## config.mk

```make
export PLATFORM = sky130hd
export DESIGN_NAME = event_encoder16x4_seq
export DESIGN_NICKNAME = d
export VERILOG_FILES = /design/src/rtl/event_encoder16x4_seq.sv
export SDC_FILE = /design/constraint.sdc
export NUM_CORES = 1
export LEC_CHECK = 0
export ABC_AREA = 1
export CAP_MARGIN = 20
export CORE_ASPECT_RATIO = 1.2
export CORE_MARGIN = 1.5
export CORE_UTILIZATION = 35
export DETAILED_ROUTE_END_ITERATION = 12
export PLACE_DENSITY = 0.71
export SYNTH_ARGS = -nofsm -noshare
export SYNTH_HDL_FRONTEND = slang
export SYNTH_SLANG_ARGS = --single-unit
```

## constraint.sdc

```tcl
create_clock -name clk -period 1.95 [get_ports clk]
set_input_delay 0.2925 -clock clk [delete_from_list [all_inputs] [get_ports clk]]
set_output_delay 0.2925 -clock clk [all_outputs]
set_load 0.02 [all_outputs]
```

## src/rtl/event_encoder16x4_seq.sv

```systemverilog
// event_encoder16x4_seq
//   Sequential 16-to-4 event encoder. Request lines are OR-ed into a sticky
//   pending register every cycle. One pending event at a time is presented as
//   a 4-bit index on a valid/ready interface.
//
// Ports
//   clk        rising-edge clock
//   rst_n      asynchronous active-low reset
//   clr        synchronous clear of all pending/presented state
//   in         request lines, level high = request, sampled every edge
//   out_ready  consumer accepts out_idx this cycle
//   out_valid  out_idx holds a valid event
//   out_idx    index of the presented event
//   pending    not-yet-accepted events, including the presented one
//   merged     1-cycle pulse: a request hit a bit that was already pending
module event_encoder16x4_seq #(
   parameter int unsigned N_IN        = 16,
   parameter int unsigned IDX_W       = 4,
   parameter bit          ROUND_ROBIN = 1'b0
) (
   input  logic             clk,
   input  logic             rst_n,
   input  logic             clr,
   input  logic [N_IN-1:0]  in,
   input  logic             out_ready,
   output logic             out_valid,
   output logic [IDX_W-1:0] out_idx,
   output logic [N_IN-1:0]  pending,
   output logic             merged
);

   typedef enum logic {EMPTY, PRESENT} state_t;

   state_t             state_q, state_d;
   logic [N_IN-1:0]    pending_q;
   logic [N_IN-1:0]    pop_mask;
   logic [N_IN-1:0]    cand;
   logic [IDX_W-1:0]   idx_q, idx_d;
   logic [IDX_W-1:0]   rr_ptr_q;
   logic [IDX_W-1:0]   scan_base;
   logic [IDX_W-1:0]   sel_idx;
   logic               sel_found;
   logic               acc;
   logic               merged_q;

   // Candidate set: pending bits minus the one being accepted, plus new
   // requests. A request on the accepted index keeps that bit (set beats pop).
   always_comb begin
      acc      = (state_q == PRESENT) && out_ready;
      pop_mask = '0;
      if (acc) pop_mask[idx_q] = 1'b1;
      cand = (pending_q & ~pop_mask) | in;
   end

   // Round-robin scan starts just after the most recently accepted index;
   // in an accept cycle that is the index leaving now, not the stored pointer.
   // The IDX_W-wide addition wraps 15 -> 0 on its own.
   always_comb begin
      if (ROUND_ROBIN) scan_base = (acc ? idx_q : rr_ptr_q) + 1'b1;
      else             scan_base = '0;
   end

   always_comb begin
      logic [IDX_W-1:0] pos;
      pos       = '0;
      sel_idx   = '0;
      sel_found = 1'b0;
      for (int unsigned k = 0; k < N_IN; k++) begin
         pos = scan_base + IDX_W'(k);
         if (!sel_found && cand[pos]) begin
            sel_idx   = pos;
            sel_found = 1'b1;
         end
      end
   end

   // State register
   always_ff @(posedge clk or negedge rst_n) begin
      if (!rst_n)   state_q <= EMPTY;
      else if (clr) state_q <= EMPTY;
      else          state_q <= state_d;
   end

   // Next-state: reload the presented index when empty or on accept;
   // a stalled presentation is held.
   always_comb begin
      state_d = state_q;
      idx_d   = idx_q;
      if (state_q == EMPTY || acc) begin
         if (sel_found) begin
            state_d = PRESENT;
            idx_d   = sel_idx;
         end else begin
            state_d = EMPTY;
         end
      end
   end

   // Datapath registers
   always_ff @(posedge clk or negedge rst_n) begin
      if (!rst_n) begin
         pending_q <= '0;
         idx_q     <= '0;
         rr_ptr_q  <= IDX_W'(N_IN - 1);
         merged_q  <= 1'b0;
      end else if (clr) begin
         pending_q <= '0;
         idx_q     <= '0;
         rr_ptr_q  <= IDX_W'(N_IN - 1);
         merged_q  <= 1'b0;
      end else begin
         pending_q <= cand;
         idx_q     <= idx_d;
         if (acc) rr_ptr_q <= idx_q;
         merged_q  <= |(in & pending_q & ~pop_mask);
      end
   end

   // Outputs
   always_comb begin
      out_valid = (state_q == PRESENT);
      out_idx   = idx_q;
      pending   = pending_q;
      merged    = merged_q;
   end

endmodule

```

==> results by group <==
Outcome
  – Status: complete, but fails checks
  – Failing checks: setup timing

Job
  – MaxCap Viol Count: 0

Critical path
  – Worst path slowest cell: dfrtp_2
  – Worst setup SP type: register
  – Worst R2R Path Depth: 16
  – Crit path max-delay family: simple AND/OR/NAND/NOR gates
  – Worst EP arrival: 2350 ps
  – CP Buf/Inv Count: 0
  – Cell Chain, Critical Path: nor2_4, nand3_2, nand2_2, nand2_2, nor2_4, nand3_2, nor2_4, nand4_4, nor2_4, nand4_4, nor2_4, nand3_2, nand2_2, nor2_2, nand2_1, nand2_1
  – Crit path largest cell delay: around 470 ps
  – Critical path depth: 16
  – Peak fanout along the critical path: 5
  – Worst path most repeated cell: nor2_4
  – Critical path class: reg -> reg
  – CP endpoint kind: register
  – Critical path required time: about 2100 ps

Finish
  – Post-Route Utilization: ~66%
  – Commonest non-fill, non-tap cells in the layout: buf_4 (54), clkdlybuf4s50_1 (40), nand2_1 (35)
  – Fillers: roughly 340
  – Footprint of the multi-input gates: 890 um^2
  – Finished Cell Area: 2590 um^2
  – Area Overhead vs Synth: 78.8%
  – Register Area: approximately 560 um^2
  – # diodes: 0
  – Net count, final: about 320
  – Final Non-Filler Cells: 350
  – Commonest non-fill, non-tap cell in the layout: buf_4
  – Share of cells above drive strength 1: a little over two fifths

Floorplanning
  – Die W: 61.7 um
  – Core area: 3940 um^2
  – Initial Utilization: 36.8%
  – Die area: 4540 um^2
  – Rows: 25
  – Vert. Die Dim: 73.5 um
  – I/O pins: 42

Routing
  – Routed vias: 1639
  – Drt pass-1 iters: 4
  – Drt wl/cell: 12.4 um
  – Final wirelength: 4340 um
  – DRT antenna net count: 0
  – DRT iter0 DRCs: just over 40
  – DRC errors left: 0
  – Vias/cell: 4.68

Yosys
  – Seq cells post-synth: 22
  – Area leader, netlist: dfrtp_1
  – Mapped Cells: 194
  – Synthesis Warnings: 0
  – Synth Net Count: roughly 210
  – Synth area leaders: dfrtp_1 (38%), nand2_1 (10%), nor2_1 (5.7%), nand3_1 (5.5%), nor2_4 (5.4%)
  – Top-area cell type share of the netlist area: 38.0%
  – Library cells used by synthesis: 32
  – Syn Area/Cell: 7.47 um^2
  – Post-Syn Area: 1450 um^2
  – Sequential element share of the synthesized area: 38.0%

Place
  – Post-DP HPWL: 3170 um
  – PortBufs: 41
  – Area of placed instances: 2290 um^2
  – DP Cell Count: 330
  – Gpl congestion: between 0.8 and 0.9
  – DP Worst Slack: -571 ps

Clock tree
  – H-tree levels: 1
  – Clk sinks: 22
  – Clk root buf: clkbuf_8
  – CTS tree: done
  – Clk buf depth: 2
  – Total CTS buffers: 3
  – Skew-Pair Late Insertion Delay: 270 ps
  – Clock-pin slew on the worst setup and hold paths: 90 ps

Power
  – Sequential power share: ~37%
  – Max VDD drop: 399 uV
  – Internal power: 0.980 mW
  – Combinational Power Share: 31.5%
  – Sw Share: 28.8%
  – Clock share of power: 31.6%
  – Leakage: 1.23 nW
  – Net switching power: 0.396 mW
  – Pwr Total: 1.38 mW
  – Power density over cell area: roughly 530 nW/um^2

STA
  – Slew @ Worst Pin: 397 ps
  – Max Clk Rate: 0.457 GHz
  – Hold WS: 384 ps
  – Worst slew margin: 73.3%
  – Setup TNS: -1130 ps
  – Setup ws final: -238 ps
  – Slew Limit Fails: 0
  – Min Tclk post-route: about 2200 ps
  – Fin crit share: 112%
  – Clock skew: 3.72 ps
  – Setup Viol. Count Final: 5
  – Fin. Hold Viols: 0
  – RSZ-0062 raised after global routing: true

GRT
  – Largest net degree at the start of global routing: 23
  – GRT overflow: 0
  – Antenna violations before repair: 0
  – Vias in the first global route: 1565
  – Global-route wire length before repair: 6880 um
  – GR Util All Layers: 20.3%

Worst hold path
  – Tightest Hold Check Type: in -> async
## logic make-up (layout without fill, tap and decap cells)
logic type | count (synthesis) | count (layout) | share of synthesized area [%]
AND/OR/NAND/NOR | 114 | 114 | 41.9
buffers and inverters | 36 | 138 | 9.41
flip-flops | 22 | 22 | 38.0
AO/OA/AOI/OAI | 22 | 22 | 10.7
## state kept, by name (all words and copies together) (netlist names)
| name | count |
|---|---|
| pending | 16 |
| out_idx | 4 |
| merged | 1 |
| out_valid | 1 |
## cells in the mapped netlist
| master | count |
|---|---|
| nand2_4 | 1 |
| nor3_1 | 3 |
| a21o_1 | 1 |
| nand3_2 | 3 |
| nand2_2 | 6 |
| nor4_1 | 1 |
| nand3b_1 | 1 |
| a21oi_2 | 1 |
| o22ai_1 | 2 |
| clkbuf_1 | 2 |
| nor2_2 | 7 |
| nor2_1 | 22 |
| o21ai_1 | 1 |
| a211oi_1 | 1 |
| a221oi_1 | 2 |
| a21oi_1 | 7 |
| o22a_1 | 1 |
| a32o_1 | 2 |
| nand3_1 | 16 |
| nand2_1 | 40 |
| clkinv_2 | 1 |
| o32ai_1 | 1 |
| dfrtp_1 | 22 |
| nand4_1 | 3 |
| nand4_2 | 2 |
| nor3_2 | 2 |
| inv_1 | 20 |
| a41oi_1 | 1 |
| a41o_1 | 1 |
| inv_2 | 13 |
| o21ai_0 | 1 |
| nor2_4 | 7 |
## power groups by stage
| stage | clock, mW | combinational, mW | sequential [mW] |
|---|---|---|---|
| 2_1_floorplan | 0 | 0.136 | 0.550 |
| 3_3_place_gp | 0 | 0.376 | 0.516 |
| 6_report | 0.434 | 0.434 | 0.508 |
| 5_1_grt | 0.452 | 0.469 | 0.512 |
| 3_5_place_dp | 0 | 0.380 | 0.516 |
| 4_1_cts | 0.440 | 0.410 | 0.508 |
## layer usage
metal | GRT usage, % | vias to the layer above | part of all wire [%]
met4 | 4.73 | 0 | 2.5
met5 | 0 | - | 0
met1 | 26.5 | 751 | 45
li1 | - | 840 | -
met2 | 35.3 | 38 | 49
met3 | 2.11 | 10 | 3.5
## layout make-up
type	instances	area share, %
clock buffer	3	1.59
clock inverter	1	1.16
inverter	34	5.17
multi-input combinational	136	34.3
sequential	22	21.5
tap	54	2.61
timing repair buffer	100	33.6
## final timing paths
check,startpoint,to,slack [ps]
setup / recovery,out_idx[3],out_idx[1],-240
hold reg to reg,out_idx[1],out_idx[1],650
max in group asynchronous,rst_n,out_idx[3],1310
hold / removal,rst_n,pending[0],380
min in group clk,out_ready,out_valid,540
setup reg to reg,out_idx[3],out_idx[1],-240
## timing repair
item                                    CTS  global route
endpoints found under the setup margin    6             6
buffers inserted                         14             9
pin swaps                                11            14
gates resized for setup                  10            15
hold buffers                              0             0
Note: power is estimated with default switching activity, not from simulation.
